--- src/rtl/fp_add_sched.sv ---
`default_nettype none
// ============================================================================
// Module      : fp_add_sched
// Description : Round-robin scheduler sharing one fixed-latency FP add pipe
//               among NUM_REQ requesters, with a tagged response bus.
// Revision    : 1.0 - initial release
// ============================================================================
module fp_add_sched #(
    parameter int WIDTH    = 24,
    parameter int NUM_REQ  = 4,
    parameter int PIPE_LAT = 3,
    parameter int IDW      = $clog2(NUM_REQ)
) (
    input  logic                     clk_i,
    input  logic                     rst_ni,
    input  logic [NUM_REQ-1:0]       req_valid_i,
    output logic [NUM_REQ-1:0]       req_ready_o,
    input  logic [NUM_REQ*WIDTH-1:0] req_a_i,
    input  logic [NUM_REQ*WIDTH-1:0] req_b_i,
    input  logic [NUM_REQ*4-1:0]     req_op_i,
    input  logic                     flush_i,
    output logic [WIDTH-1:0]         pipe_a_o,
    output logic [WIDTH-1:0]         pipe_b_o,
    output logic [3:0]               pipe_op_o,
    input  logic [WIDTH-1:0]         pipe_result_i,
    output logic                     rsp_valid_o,
    output logic [IDW-1:0]           rsp_id_o,
    output logic [WIDTH-1:0]         rsp_result_o,
    output logic                     rsp_err_o,
    output logic                     busy_o
);

    // One stage per edge between handshake and the response register load.
    localparam int C_DEPTH = PIPE_LAT + 2;

    typedef struct packed {
        logic           valid;
        logic [IDW-1:0] id;
        logic           err;
    } tag_t;

    function automatic logic op_legal(input logic [3:0] op);
        case (op)
            4'b0000, 4'b0100, 4'b0001, 4'b0010, 4'b1000, 4'b1001: op_legal = 1'b1;
            default:                                              op_legal = 1'b0;
        endcase
    endfunction

    logic [IDW-1:0]   ptr_q, ptr_d;
    logic [WIDTH-1:0] pipe_a_q, pipe_a_d, pipe_b_q, pipe_b_d;
    logic [3:0]       pipe_op_q, pipe_op_d;
    tag_t             trk_q [C_DEPTH];
    tag_t             trk_d [C_DEPTH];
    logic             rsp_valid_q, rsp_valid_d, rsp_err_q, rsp_err_d;
    logic [IDW-1:0]   rsp_id_q, rsp_id_d;
    logic [WIDTH-1:0] rsp_result_q, rsp_result_d;

    logic             gnt_valid;
    logic [IDW-1:0]   gnt_idx;
    logic [IDW-1:0]   cand;
    logic [3:0]       sel_op;
    logic             sel_legal;

    always_comb begin
        gnt_valid   = 1'b0;
        gnt_idx     = '0;
        cand        = '0;
        req_ready_o = '0;
        for (int k = 1; k <= NUM_REQ; k++) begin
            cand = IDW'((int'(ptr_q) + k) % NUM_REQ);
            if (!gnt_valid && req_valid_i[cand]) begin
                gnt_valid = 1'b1;
                gnt_idx   = cand;
            end
        end
        if (flush_i) begin
            gnt_valid = 1'b0;
        end
        if (gnt_valid) begin
            req_ready_o[gnt_idx] = 1'b1;
        end
    end

    always_comb begin
        sel_op    = req_op_i[gnt_idx*4 +: 4];
        sel_legal = op_legal(sel_op);

        ptr_d     = gnt_valid ? gnt_idx : ptr_q;
        pipe_a_d  = pipe_a_q;
        pipe_b_d  = pipe_b_q;
        pipe_op_d = pipe_op_q;
        // Illegal ops never reach the pipe; their tag alone carries the error.
        if (gnt_valid && sel_legal) begin
            pipe_a_d  = req_a_i[gnt_idx*WIDTH +: WIDTH];
            pipe_b_d  = req_b_i[gnt_idx*WIDTH +: WIDTH];
            pipe_op_d = sel_op;
        end

        trk_d[0].valid = gnt_valid;
        trk_d[0].id    = gnt_valid ? gnt_idx : '0;
        trk_d[0].err   = gnt_valid & ~sel_legal;
        for (int i = 1; i < C_DEPTH; i++) begin
            trk_d[i] = trk_q[i-1];
        end

        rsp_valid_d  = trk_q[C_DEPTH-1].valid;
        rsp_id_d     = trk_q[C_DEPTH-1].valid ? trk_q[C_DEPTH-1].id : '0;
        rsp_err_d    = trk_q[C_DEPTH-1].valid & trk_q[C_DEPTH-1].err;
        rsp_result_d = (trk_q[C_DEPTH-1].valid && !trk_q[C_DEPTH-1].err) ? pipe_result_i : '0;
    end

    always_ff @(posedge clk_i or negedge rst_ni) begin
        if (!rst_ni) begin
            ptr_q        <= IDW'(NUM_REQ - 1);
            pipe_a_q     <= '0;
            pipe_b_q     <= '0;
            pipe_op_q    <= '0;
            for (int i = 0; i < C_DEPTH; i++) begin
                trk_q[i] <= '0;
            end
            rsp_valid_q  <= 1'b0;
            rsp_id_q     <= '0;
            rsp_result_q <= '0;
            rsp_err_q    <= 1'b0;
        end else begin
            ptr_q        <= ptr_d;
            pipe_a_q     <= pipe_a_d;
            pipe_b_q     <= pipe_b_d;
            pipe_op_q    <= pipe_op_d;
            for (int i = 0; i < C_DEPTH; i++) begin
                trk_q[i] <= trk_d[i];
            end
            rsp_valid_q  <= rsp_valid_d;
            rsp_id_q     <= rsp_id_d;
            rsp_result_q <= rsp_result_d;
            rsp_err_q    <= rsp_err_d;
        end
    end

    always_comb begin
        busy_o = gnt_valid;
        for (int i = 0; i < C_DEPTH; i++) begin
            busy_o = busy_o | trk_q[i].valid;
        end
    end

    assign pipe_a_o     = pipe_a_q;
    assign pipe_b_o     = pipe_b_q;
    assign pipe_op_o    = pipe_op_q;
    assign rsp_valid_o  = rsp_valid_q;
    assign rsp_id_o     = rsp_id_q;
    assign rsp_result_o = rsp_result_q;
    assign rsp_err_o    = rsp_err_q;

endmodule
`default_nettype wire
--- config.mk ---
export PLATFORM = sky130hd
export DESIGN_NAME = fp_add_sched
export DESIGN_NICKNAME = d
export VERILOG_FILES = /design/src/rtl/fp_add_sched.sv
export SDC_FILE = /design/constraint.sdc
export NUM_CORES = 1
export LEC_CHECK = 0
export ABC_AREA = 1
export CAP_MARGIN = 10
export CELL_PAD_IN_SITES_DETAIL_PLACEMENT = 1
export CELL_PAD_IN_SITES_GLOBAL_PLACEMENT = 1
export CORE_MARGIN = 5
export CORE_UTILIZATION = 23
export DETAILED_ROUTE_END_ITERATION = 10
export GPL_ROUTABILITY_DRIVEN = 0
export PLACE_DENSITY_LB_ADDON = 0.1
export SETUP_SLACK_MARGIN = 0.5
export SLEW_MARGIN = 20
export SYNTH_ARGS = -nofsm -noshare
export SYNTH_HDL_FRONTEND = slang
export SYNTH_SLANG_ARGS = --single-unit
--- constraint.sdc ---
create_clock -name clk_i -period 3.35 [get_ports clk_i]
set_clock_uncertainty 0.2 [all_clocks]
set_input_delay 1.005 -clock clk_i [delete_from_list [all_inputs] [get_ports clk_i]]
set_output_delay 1.005 -clock clk_i [all_outputs]
set_load 0.1 [all_outputs]
# Yosys cells after proc, flatten, opt, wreduce, memory -nomap -nowiden
# Cells that the tools add are included.
# totals
input_bits	239
word_cells	86
regBits	102
out_inout_bits	85
# op_classes
addsub	4
muxes	24
n_shift	3
n_bitwise	8
reduce_logical	12
n_eq_ne	5
mul	1
n_lt_le_gt_ge	6
# op_table
op	count
variable part select 96 x 8 -> 24 bit	2
2-to-1 mux 24 bit	1
variable part select 16 x 5 -> 4 bit	1
less-than comparator 2 x 3 -> 1 bit, second input constant	5
2-to-1 mux 2 bit	6
2-to-1 mux 1 bit	11
binary-select mux 1 bit (select 2 bit)	4
== test 4 bit, second input constant	2
logical AND 1 bit	6
OR reduction 6 bit	1
OR 1 bit	5
adder 2 x 1 -> 2 bit, second input constant	2
adder 2 bit, second input constant	2
== test 4 x 1 -> 1 bit, second input constant	1
== test 4 x 2 -> 1 bit, second input constant	1
== test 4 x 3 -> 1 bit, second input constant	1
zero test 1 bit	4
zero test 4 bit	1
multiplier 2 x 2 -> 4 bit, second input constant	1
2-to-1 mux 4 bit	1
AND 1 bit	2
demux 1 bit (select 2 bit)	1
greater-or-equal comparator 2 x 1 -> 1 bit, second input constant	1
inverter 1 bit	1

# Logic depth before layout (Yosys ltp)
# Gate-level depths: netlist of the first run.
# depth
word_depth	19
ltp_mapped	21
ltp_nobuf	19

# Worst setup path after synthesis of the first run
# No wires, ideal clock.
# synth_timing
kind	input to output
startpoint	in req_valid_i[3]
endpoint	out req_ready_o[2]
slack_ns	-1.804
stages	10
arrival_ns	3.949
path_buffers	1
path_cell_list	nand2_1 > nand2_1 > nand2_1 > nand2_1 > nor2_4 > nand2_1 > nand2_1 > nand2_4 > clkbuf_1 > nor3_1
# synth_via
elab_chain_cells	17
word_cells_on_any_way	29
cone_classes	order compare: 2; mux: 20; reduce/logical: 7
# synth_lines
item	line_no	source
start, declared	16	input logic [NUM_REQ-1:0] req_valid_i,
binary-select mux 1 bit (select 2 bit)	71	if (!gnt_valid && req_valid_i[cand]) begin
2-to-1 mux 1 bit (not written as such)	71	
2-to-1 mux 1 bit	71	
zero test 1 bit	71	
logical AND 1 bit	71	
2-to-1 mux 1 bit	71	
zero test 1 bit	71	
logical AND 1 bit	71	
2-to-1 mux 1 bit	71	
zero test 1 bit	71	
logical AND 1 bit	71	
2-to-1 mux 2 bit	71	
less-than comparator 2 x 3 -> 1 bit (not written as such) / greater-or-equal comparator 2 x 1 -> 1 bit (equally long branches)	80	req_ready_o[gnt_idx] = 1'b1;
logical AND 1 bit (not written as such)	80	
2-to-1 mux 1 bit (not written as such)	80	
demux 1 bit (select 2 bit)	80	
2-to-1 mux 4 bit (*)	79	if (gnt_valid) begin
end, declared	17	output logic [NUM_REQ-1:0] req_ready_o,
# Every way passes the cells marked *; elsewhere a longest branch is shown, timed or not. The select of a mux whose other input is x is not followed.

# Worst setup path after layout of the first run
# layout_timing
startpoint	in req_valid_i[2]
endpoint	out req_ready_o[1]
# Same word-level chain as after synthesis.

==> metrics.cfg, run 1 <==
[synthesis]
synth_seq_area_share_pct=46.7
syn_area_sq_mm=0.00548
syn_area_per_cell_sq_um=7.48
ys_ff_latch=102
syn_inst=732
synth_cell_types=27
synth_nets=971
yosys_warnings=0

[worst_setup_path]
required_ps=2140
critical-path-top-delay-family=simple AND/OR/NAND/NOR gates
start_kind=input port
crit_fanout=4
cp.arrival_ps=2300
critical_path_class=input port to output port
worst-path-buf-inv=5
cp_slowest_cell=buf_12
worst_setup_path_end_kind=output port
critical_path.cell_chain=buf_6 -> nand2_2 -> nand2_2 -> nand2_2 -> nand2_2 -> nor2_4 -> nand2_2 -> nor2_4 -> inv_2 -> nand2_4 -> buf_12 -> nand2_4 -> clkinvlp_4 -> buf_12
critPathMaxStageDelay_ps=170
worst_path_most_repeated_cell=nand2_2

[route]
finalWirelength_mm=26.2
avgRoutedWirePerCell_microns=18.3
drtPass1Iterations=4
ant_nets=0
route.detailed.drc=0
drt_iter0_drc=259
vias_per_cell=4.55
via_count=6503

[grt]
grt.overflow.total=0
grt_pass1_wl_mm=38.7
globalRouteTotalUtil_pct=18.5
grt_pass1_vias=6915
grt_start_max_net_pins=62
antenna_found_initial=2

[timing]
finalHoldViolCount=0
hold_slack_ps=148
drv_slew=0
fin_setup_tns_ps=-542
fin_crit_sh_pct=105
rsz0062_at_grt=true
worstMarginPinSlew_ps=833
setup_viol=5
slew_headroom_pct=44.3
setup_slack_ps=-159
min_period_ps=3510
fmax_mhz=285

[finish]
fill_cells=2749
fin_area_sq_mm=0.0106
drive_gt1_share_pct=30.0
syn_to_final_growth_pct=93.9
fin_nets=1342
layout_commonest_cell=clkdlybuf4s50_1
final_cell_mix=233 x clkdlybuf4s50_1, 125 x buf_4, 122 x nor2_1
multi_input_area_sq_mm=0.00295
register_area_sq_mm=0.00255

[outcome]
outcome=finished with violations
violations=setup timing

[die]
die_area_sq_mm=0.0270
fp-row-count=56
die_h_microns=164
pin_count=324
start_util_pct=23.3
die_x_microns=164
core_sq_mm=0.0235

[placement]
hpwl_mm=18.8
pre_cts_ws_ps=-666
io_buffers=323
dpl_cell_area_sq_mm=0.00935

[clock_network]
htreeDepth=3
cts_tree=yes
clk_latency_ps=350
clk_path_buf_depth=2
clock_sinks=102
clk_pin_slew_worst_paths_ps=80
cts_root_buf=clkbuf_16
numCtsBuffers=9

[hold_path]
min_path_type=flop to flop

[flow_run]
maxCapViolations=0

metal layers:
| layer | track usage [%] | part of all wire (%) | vias up |
|---|---|---|---|
| met5 | 0 | 0.099 | - |
| met4 | 4.12 | 1.2 | 4 |
| met2 | 32.8 | 51 | 209 |
| li1 | - | - | 3140 |
| met1 | 21.7 | 40 | 3128 |
| met3 | 6.02 | 8.4 | 22 |
logic make-up (layout without fill, tap and decap cells):
logic type,count (synthesis),count (layout),share of synthesized area [%]
buf+inv,107,482,8.84
compound gates,148,148,14.9
simple gates,375,376,29.6
flops,102,102,46.7
other cells,0,2,0
cell usage after synthesis, drive strengths merged:
library cell | n | area (sq um)
nand4 | 8 | 50.1
o22ai | 48 | 300
dfrtp | 100 | 2500
o21bai | 1 | 7.51
nor3 | 3 | 15.0
nor2 | 128 | 490
nand3 | 70 | 380
a21oi | 1 | 16.3
buf | 20 | 155
nand2 | 166 | 687
clkbuf | 30 | 113
o21ai | 98 | 490
dfstp | 2 | 52.6
inv | 57 | 216
final cells by class:
type / count / area share [%]
inverters: 57 / 2.17
multi-input cells: 524 / 27.8
flip-flops and latches: 102 / 24.1
clock inverters: 7 / 0.730
clock buffers: 9 / 2.12
repair buffers: 409 / 39.3
diodes: 2 / 0.0471
well taps: 319 / 3.76
metrics by stage:
step	utilization, %	std cells
global placement	39.9	1371
finish	45.2	1429
detailed placement	39.9	1371
global route	45.2	1427
floorplan	-	732
CTS	44.3	1421
path summary, 6_finish.rpt:
path	from	endpoint	slack, ps	cells past startpoint
max	req_valid_i[2]	req_ready_o[1]	-160	14
max in group asynchronous	rst_ni	pipe_b_o[22]	2000	2
min	trk_d[6]	trk_d[2]	150	0
min reg2reg	trk_d[6]	trk_d[2]	150	0
max reg2reg	ptr_q[0]	pipe_a_o[2]	120	22
min in group asynchronous	rst_ni	rsp_result_o[0]	300	1
sequential cells by signal, indices dropped and copies added (netlist names), 2 cells and up:
signal / flops
pipe_b_o: 24
rsp_id_o: 2
ptr_q: 2
trk_d: 16
pipe_a_o: 24
rsp_result_o: 24
trk_q: 3
pipe_op_o: 4
timing repair:
item	in CTS	in global routing
resized for setup	127	43
hold buffers	0	0
endpoints found under the setup margin	58	58
pin swaps	31	20
cloned	8	0
setup buffers	26	6
Power of run 1 is left out: the tool's default activity adds up to more than one toggle a clock period on the data nets, which glitch-free logic cannot reach.
==> run 2: changes to the inputs <==
--- a/config.mk
+++ b/config.mk
@@ -6,14 +6,13 @@
 export NUM_CORES = 1
 export LEC_CHECK = 0
 export ABC_AREA = 1
-export CAP_MARGIN = 10
 export CELL_PAD_IN_SITES_DETAIL_PLACEMENT = 1
 export CELL_PAD_IN_SITES_GLOBAL_PLACEMENT = 1
 export CORE_MARGIN = 5
 export CORE_UTILIZATION = 23
 export DETAILED_ROUTE_END_ITERATION = 10
 export GPL_ROUTABILITY_DRIVEN = 0
-export PLACE_DENSITY_LB_ADDON = 0.1
+export PLACE_DENSITY_LB_ADDON = 0.3
 export SETUP_SLACK_MARGIN = 0.5
 export SLEW_MARGIN = 20
 export SYNTH_ARGS = -nofsm -noshare
==> run 2 against run 1 <==
  * The flow still finishes with violations (setup timing)
  * Sequential share of layout area is 0.28 points higher
  * Hold slack better by 2.0 ps
  * Sequential cell count stayed put
  * Cell count hardly changed
  * Setup slack better by 17 ps
  * Die area stayed put
==> metrics.cfg, run 2 (synthesized netlist as in run 1, its figures left out) <==
[grt]
grt.overflow.total=0  ; unchanged
globalRouteTotalUtil_pct=18.1  ; was 18.5%
grt_pass1_wl_mm=38.0  ; was 38.7 mm
grt_start_max_net_pins=50  ; was 62
antenna_found_initial=1  ; was 2
grt_pass1_vias=7040  ; was 6,915

[worst_setup_path]
worst_setup_path_end_kind=output port  ; unchanged
crit_fanout=7  ; was 4
critical_path_class=flop to output port  ; was input port to output port
required_ps=2140  ; about the same
start_kind=flop  ; was input port
cp.arrival_ps=2290  ; was 2300 ps

[finish]
final_cell_mix=233 x clkdlybuf4s50_1, 133 x buf_4, 121 x nor2_1  ; was 233 x clkdlybuf4s50_1, 125 x buf_4, 122 x nor2_1
fin_util_pct=44.7  ; was 45.2%
fin_nets=1345  ; was 1,342
syn_to_final_growth_pct=91.7  ; was 93.9%
n_antenna_cell=0  ; was 2
drive_gt1_share_pct=26.9  ; was 30.0%
layout_commonest_cell=clkdlybuf4s50_1  ; unchanged
fin_area_sq_mm=0.0105  ; was 0.0106 sq mm

[route]
vias_per_cell=4.57  ; was 4.55
drt_iter0_drc=236  ; was 259
ant_nets=0  ; unchanged
route.detailed.drc=0  ; unchanged
drtPass1Iterations=4  ; unchanged
avgRoutedWirePerCell_microns=18.0  ; was 18.3 microns
finalWirelength_mm=25.8  ; was 26.2 mm
via_count=6542  ; was 6,503

[clock_network]
numCtsBuffers=9  ; unchanged
clock_sinks=102  ; unchanged
clk_pin_slew_worst_paths_ps=80  ; about the same
clk_path_buf_depth=2  ; unchanged
hold_buffers=0  ; unchanged
htreeDepth=3  ; unchanged
cts_tree=yes  ; unchanged
clk_latency_ps=350  ; about the same
cts_root_buf=clkbuf_16  ; unchanged

[die]
core_sq_mm=0.0235  ; unchanged
fp-row-count=56  ; unchanged
pin_count=324  ; unchanged
die_area_sq_mm=0.0270  ; unchanged
start_util_pct=23.3  ; unchanged
die_h_microns=164  ; unchanged
die_x_microns=164  ; unchanged

[outcome]
violations=setup timing  ; unchanged
outcome=finished with violations  ; unchanged

[timing]
fin_crit_sh_pct=104  ; was 105%
min_period_ps=3490  ; was 3510 ps
setup_slack_ps=-143  ; was -159 ps
rsz0062_at_grt=true  ; unchanged
fmax_mhz=286  ; was 285 MHz
setup_viol=5  ; unchanged
hold_slack_ps=151  ; was 148 ps
slew_headroom_pct=46.3  ; was 44.3%
worstMarginPinSlew_ps=803  ; was 833 ps
drv_slew=0  ; unchanged
finalHoldViolCount=0  ; unchanged

[placement]
hpwl_mm=18.4  ; was 18.8 mm
dpl_cell_area_sq_mm=0.00932  ; was 0.00935 sq mm
io_buffers=323  ; unchanged

[hold_path]
min_path_type=flop to flop  ; unchanged

[flow_run]
maxCapViolations=0  ; unchanged

==> run 2: worst max-delay path, stage by stage, from the launching register on <==
cell,delay (ps)
dfstp_2,590
clkinv_4,130
buf_4,170
nand2_1,80
nand3_1,90
nand2_2,90
nand2_4,60
nand2_2,60
nand2_2,80
nand2_4,100
inv_4,50
nor3_4,220
buf_12,200
==> run 2: cell type report <==
cell class                      instances  area (sq um)
Sequential cell                       102          2550
Timing Repair Buffer                  412          4190
Clock inverter                          7          83.8
Tap cell                              319           399
Multi-Input combinational cell        524          2820
Clock buffer                            9           225
Fill cell                            2811         13000
Inverter                               57           228
==> run 2: timing repair <==
item | in CTS | in global routing
endpoints found under the setup margin | 58 | 58
cloned | 8 | 0
pin swaps | 26 | 20
setup buffers | 26 | 13
gates resized for setup | 78 | 41
==> run 2: worst paths after layout <==
path                       slack (ps)  cells after the start              end  startpoint
max                              -140                     12   req_ready_o[2]    ptr_q[0]
min in group asynchronous         330                      1  rsp_result_o[3]      rst_ni
min                               150                      0         trk_d[8]   trk_d[12]
max in group asynchronous        1860                      2      pipe_a_o[6]      rst_ni
min reg2reg                       150                      0         trk_d[8]   trk_d[12]
max reg2reg                       120                     22     pipe_a_o[17]    ptr_q[0]
==> run 2: through the flow <==
step / instances / TNS, ps / setup slack [ps]
after floorplan: 732 / -1380 / -451
after global placement: 1367 / -21170 / -593
after detailed placement: 1367 / -24940 / -608
after CTS: 1417 / -293 / -81.1
after global routing: 1430 / -4080 / -262
final: 1430 / -620 / -143
==> run 2: per-layer routing <==
metal / track usage [%] / share of wire [%]
met3: 6.25 / 9.5
met1: 19.9 / 37
met5: 0 / 0.050
met4: 3.20 / 1.1
met2: 33.9 / 52
Power of run 2 is left out for the same reason.
==> RTL change: new RTL, flow settings as in run 1 <==
Make the reset (`rst_ni`) synchronous in one clocked block.
--- a/src/rtl/fp_add_sched.sv
+++ b/src/rtl/fp_add_sched.sv
@@ -111,3 +111,3 @@
 
-    always_ff @(posedge clk_i or negedge rst_ni) begin
+    always_ff @(posedge clk_i) begin
         if (!rst_ni) begin
Formal check against the unedited RTL: differs if rst_ni is asserted again (counterexample within 4 cycles, from zero or initial values and one cycle with rst_ni low); with rst_ni held inactive, the same outputs for 10 cycles.
==> RTL change against run 1 <==
The flow still finishes with violations (negative setup slack). Routed wire length fell by 1.8%. Count of clock-buffer cells in the layout unchanged. Sequential cell count unchanged. Area after synthesis is 0.39% lower. Worst setup slack lost 0.17 ns. Cell area down 3.5%. First-iteration DRC count is 8.1% lower. Worst hold slack gained 0.065 ns. Synthesized cell count is 13% higher. Via count grew 3.1%.
==> RTL change: results (changes against run 1) <==
placed_design:
  placed_cell_area_um2: 9180  # -1.8%
  hpwlAfterDp_um: 18900  # +0.52%
  dp_slack_ns: -0.708  # -0.0415 ns
  dp.cells: 1443  # +5.3%
status:
  status: "finished with violations"
  violations: "negative setup slack"
yosys:
  ys.flop_type: "dfxtp_1"
  async_flop_share: 0  # -1.00
  netlist_top_cells_area: "dfxtp_1 (37%), nor2_1 (13%), o21ai_0 (8.3%)"
  synth_compound_area_frac: 0.193  # +0.0439
  avgSynthCellArea_um2: 6.59  # -12%
  netlist_top_cells_count: "nor2_1 (185), nand2_1 (117), dfxtp_1 (102), o21ai_0 (90), inv_1 (67)"
  synth_nets: 1067  # +9.9%
global_routing:
  grt_max_degree: 87  # +40%
  antenna_found_initial: 1  # -1
  grt_pass1_vias: 6857  # -0.84%
  grt_usage: 0.176  # -0.00942
route:
  drt-total-wl_um: 25700  # -1.8%
  vias_per_cell: 4.50  # -1.2%
  drt_iter0_drc: 238  # -8.1%
worst_setup_path:
  slowest_stage: "buf_12"
  regToRegSetupSlack_ns: 0.09  # -0.03 ns
  r2r_start: "ptr_q[0]"
  r2r_cells: 23  # +4.5%
  timing.rr.end: "pipe_a_o[15]"
sta:
  finalSetupViolCount: 23  # +18
  fin_tns_setup_ns: -1.88  # -1.34 ns
  tightest_slew_ns: 1.04  # +0.205 ns
  hold-worst-slack_ns: 0.214  # +0.0653 ns
  fin_ws_ns: -0.328  # -0.169 ns
cts:
  cts_resized: 35  # -72%
final_layout:
  fillCellCount: 2860  # +4.0%
  instances_no_fill: 1490  # +4.3%
  drive_above_1_share: 0.219  # -0.0802
  antenna_cells: 0  # -2
min_path:
  hold-path-endpoint: "trk_q[0][16]"
  min_path_cells: 2  # +2
  holdCritStartpoint: "trk_q[0][12]"
power:
  powerDensity_nw_per_um2: 1170
[RTL change: cell count changes after synthesis, sizes merged, moves of 6 or more]
cell / before / now
dfrtp: 100 / 0
nor2: 128 / 187
a21oi: 1 / 49
clkbuf: 30 / 36
dfxtp: 0 / 102
nand2: 166 / 129
inv: 57 / 71
nand3: 70 / 20
nand4: 8 / 2
nand3b: 0 / 54
buf: 20 / 27
[RTL change: worst max path at each step]
stage,start,to,cells past startpoint
floorplan,req_valid_i[3],req_ready_o[0],11
global placement,req_valid_i[2],req_ready_o[1],13
detailed placement,req_valid_i[3],req_ready_o[1],12
CTS,req_valid_i[2],req_ready_o[0],13
global route,req_valid_i[2],req_ready_o[2],14
finish,req_valid_i[2],req_ready_o[2],14
[RTL change: cell type report]
type	instances	area share
Clock buffer	9	0.0220
Clock inverter	7	0.00940
Inverter	71	0.0288
Multi-Input combinational cell	594	0.319
Sequential cell	102	0.199
Tap cell	319	0.0389
Timing Repair Buffer	388	0.382
[RTL change: tightest hold or removal path: stages, from the launching register on]
cell and delay, ns:
dfxtp_1 0.31, nand2_1 0.05, inv_1 0.04
[RTL change: cell families after synthesis]
group / Yosys count
buf+inv: 134
flops: 102
compound gates: 197
simple gates: 395
[RTL change: metal layers]
| metal | GRT usage | vias up | wire [um] |
|---|---|---|---|
| li1 | - | 3390 | - |
| met5 | 0 | - | 13 |
| met1 | 0.209 | 3084 | 10700 |
| met3 | 0.0615 | 15 | 2170 |
| met4 | 0.0362 | 2 | 214 |
| met2 | 0.306 | 211 | 12600 |
[RTL change: power by group]
| part | switching [uW] | internal (uW) | total, uW |
|---|---|---|---|
| combinational | 5680 | 3410 | 9100 |
| clock | 568 | 548 | 1120 |
| sequential | 225 | 1570 | 1790 |
| total | 6480 | 5530 | 12000 |
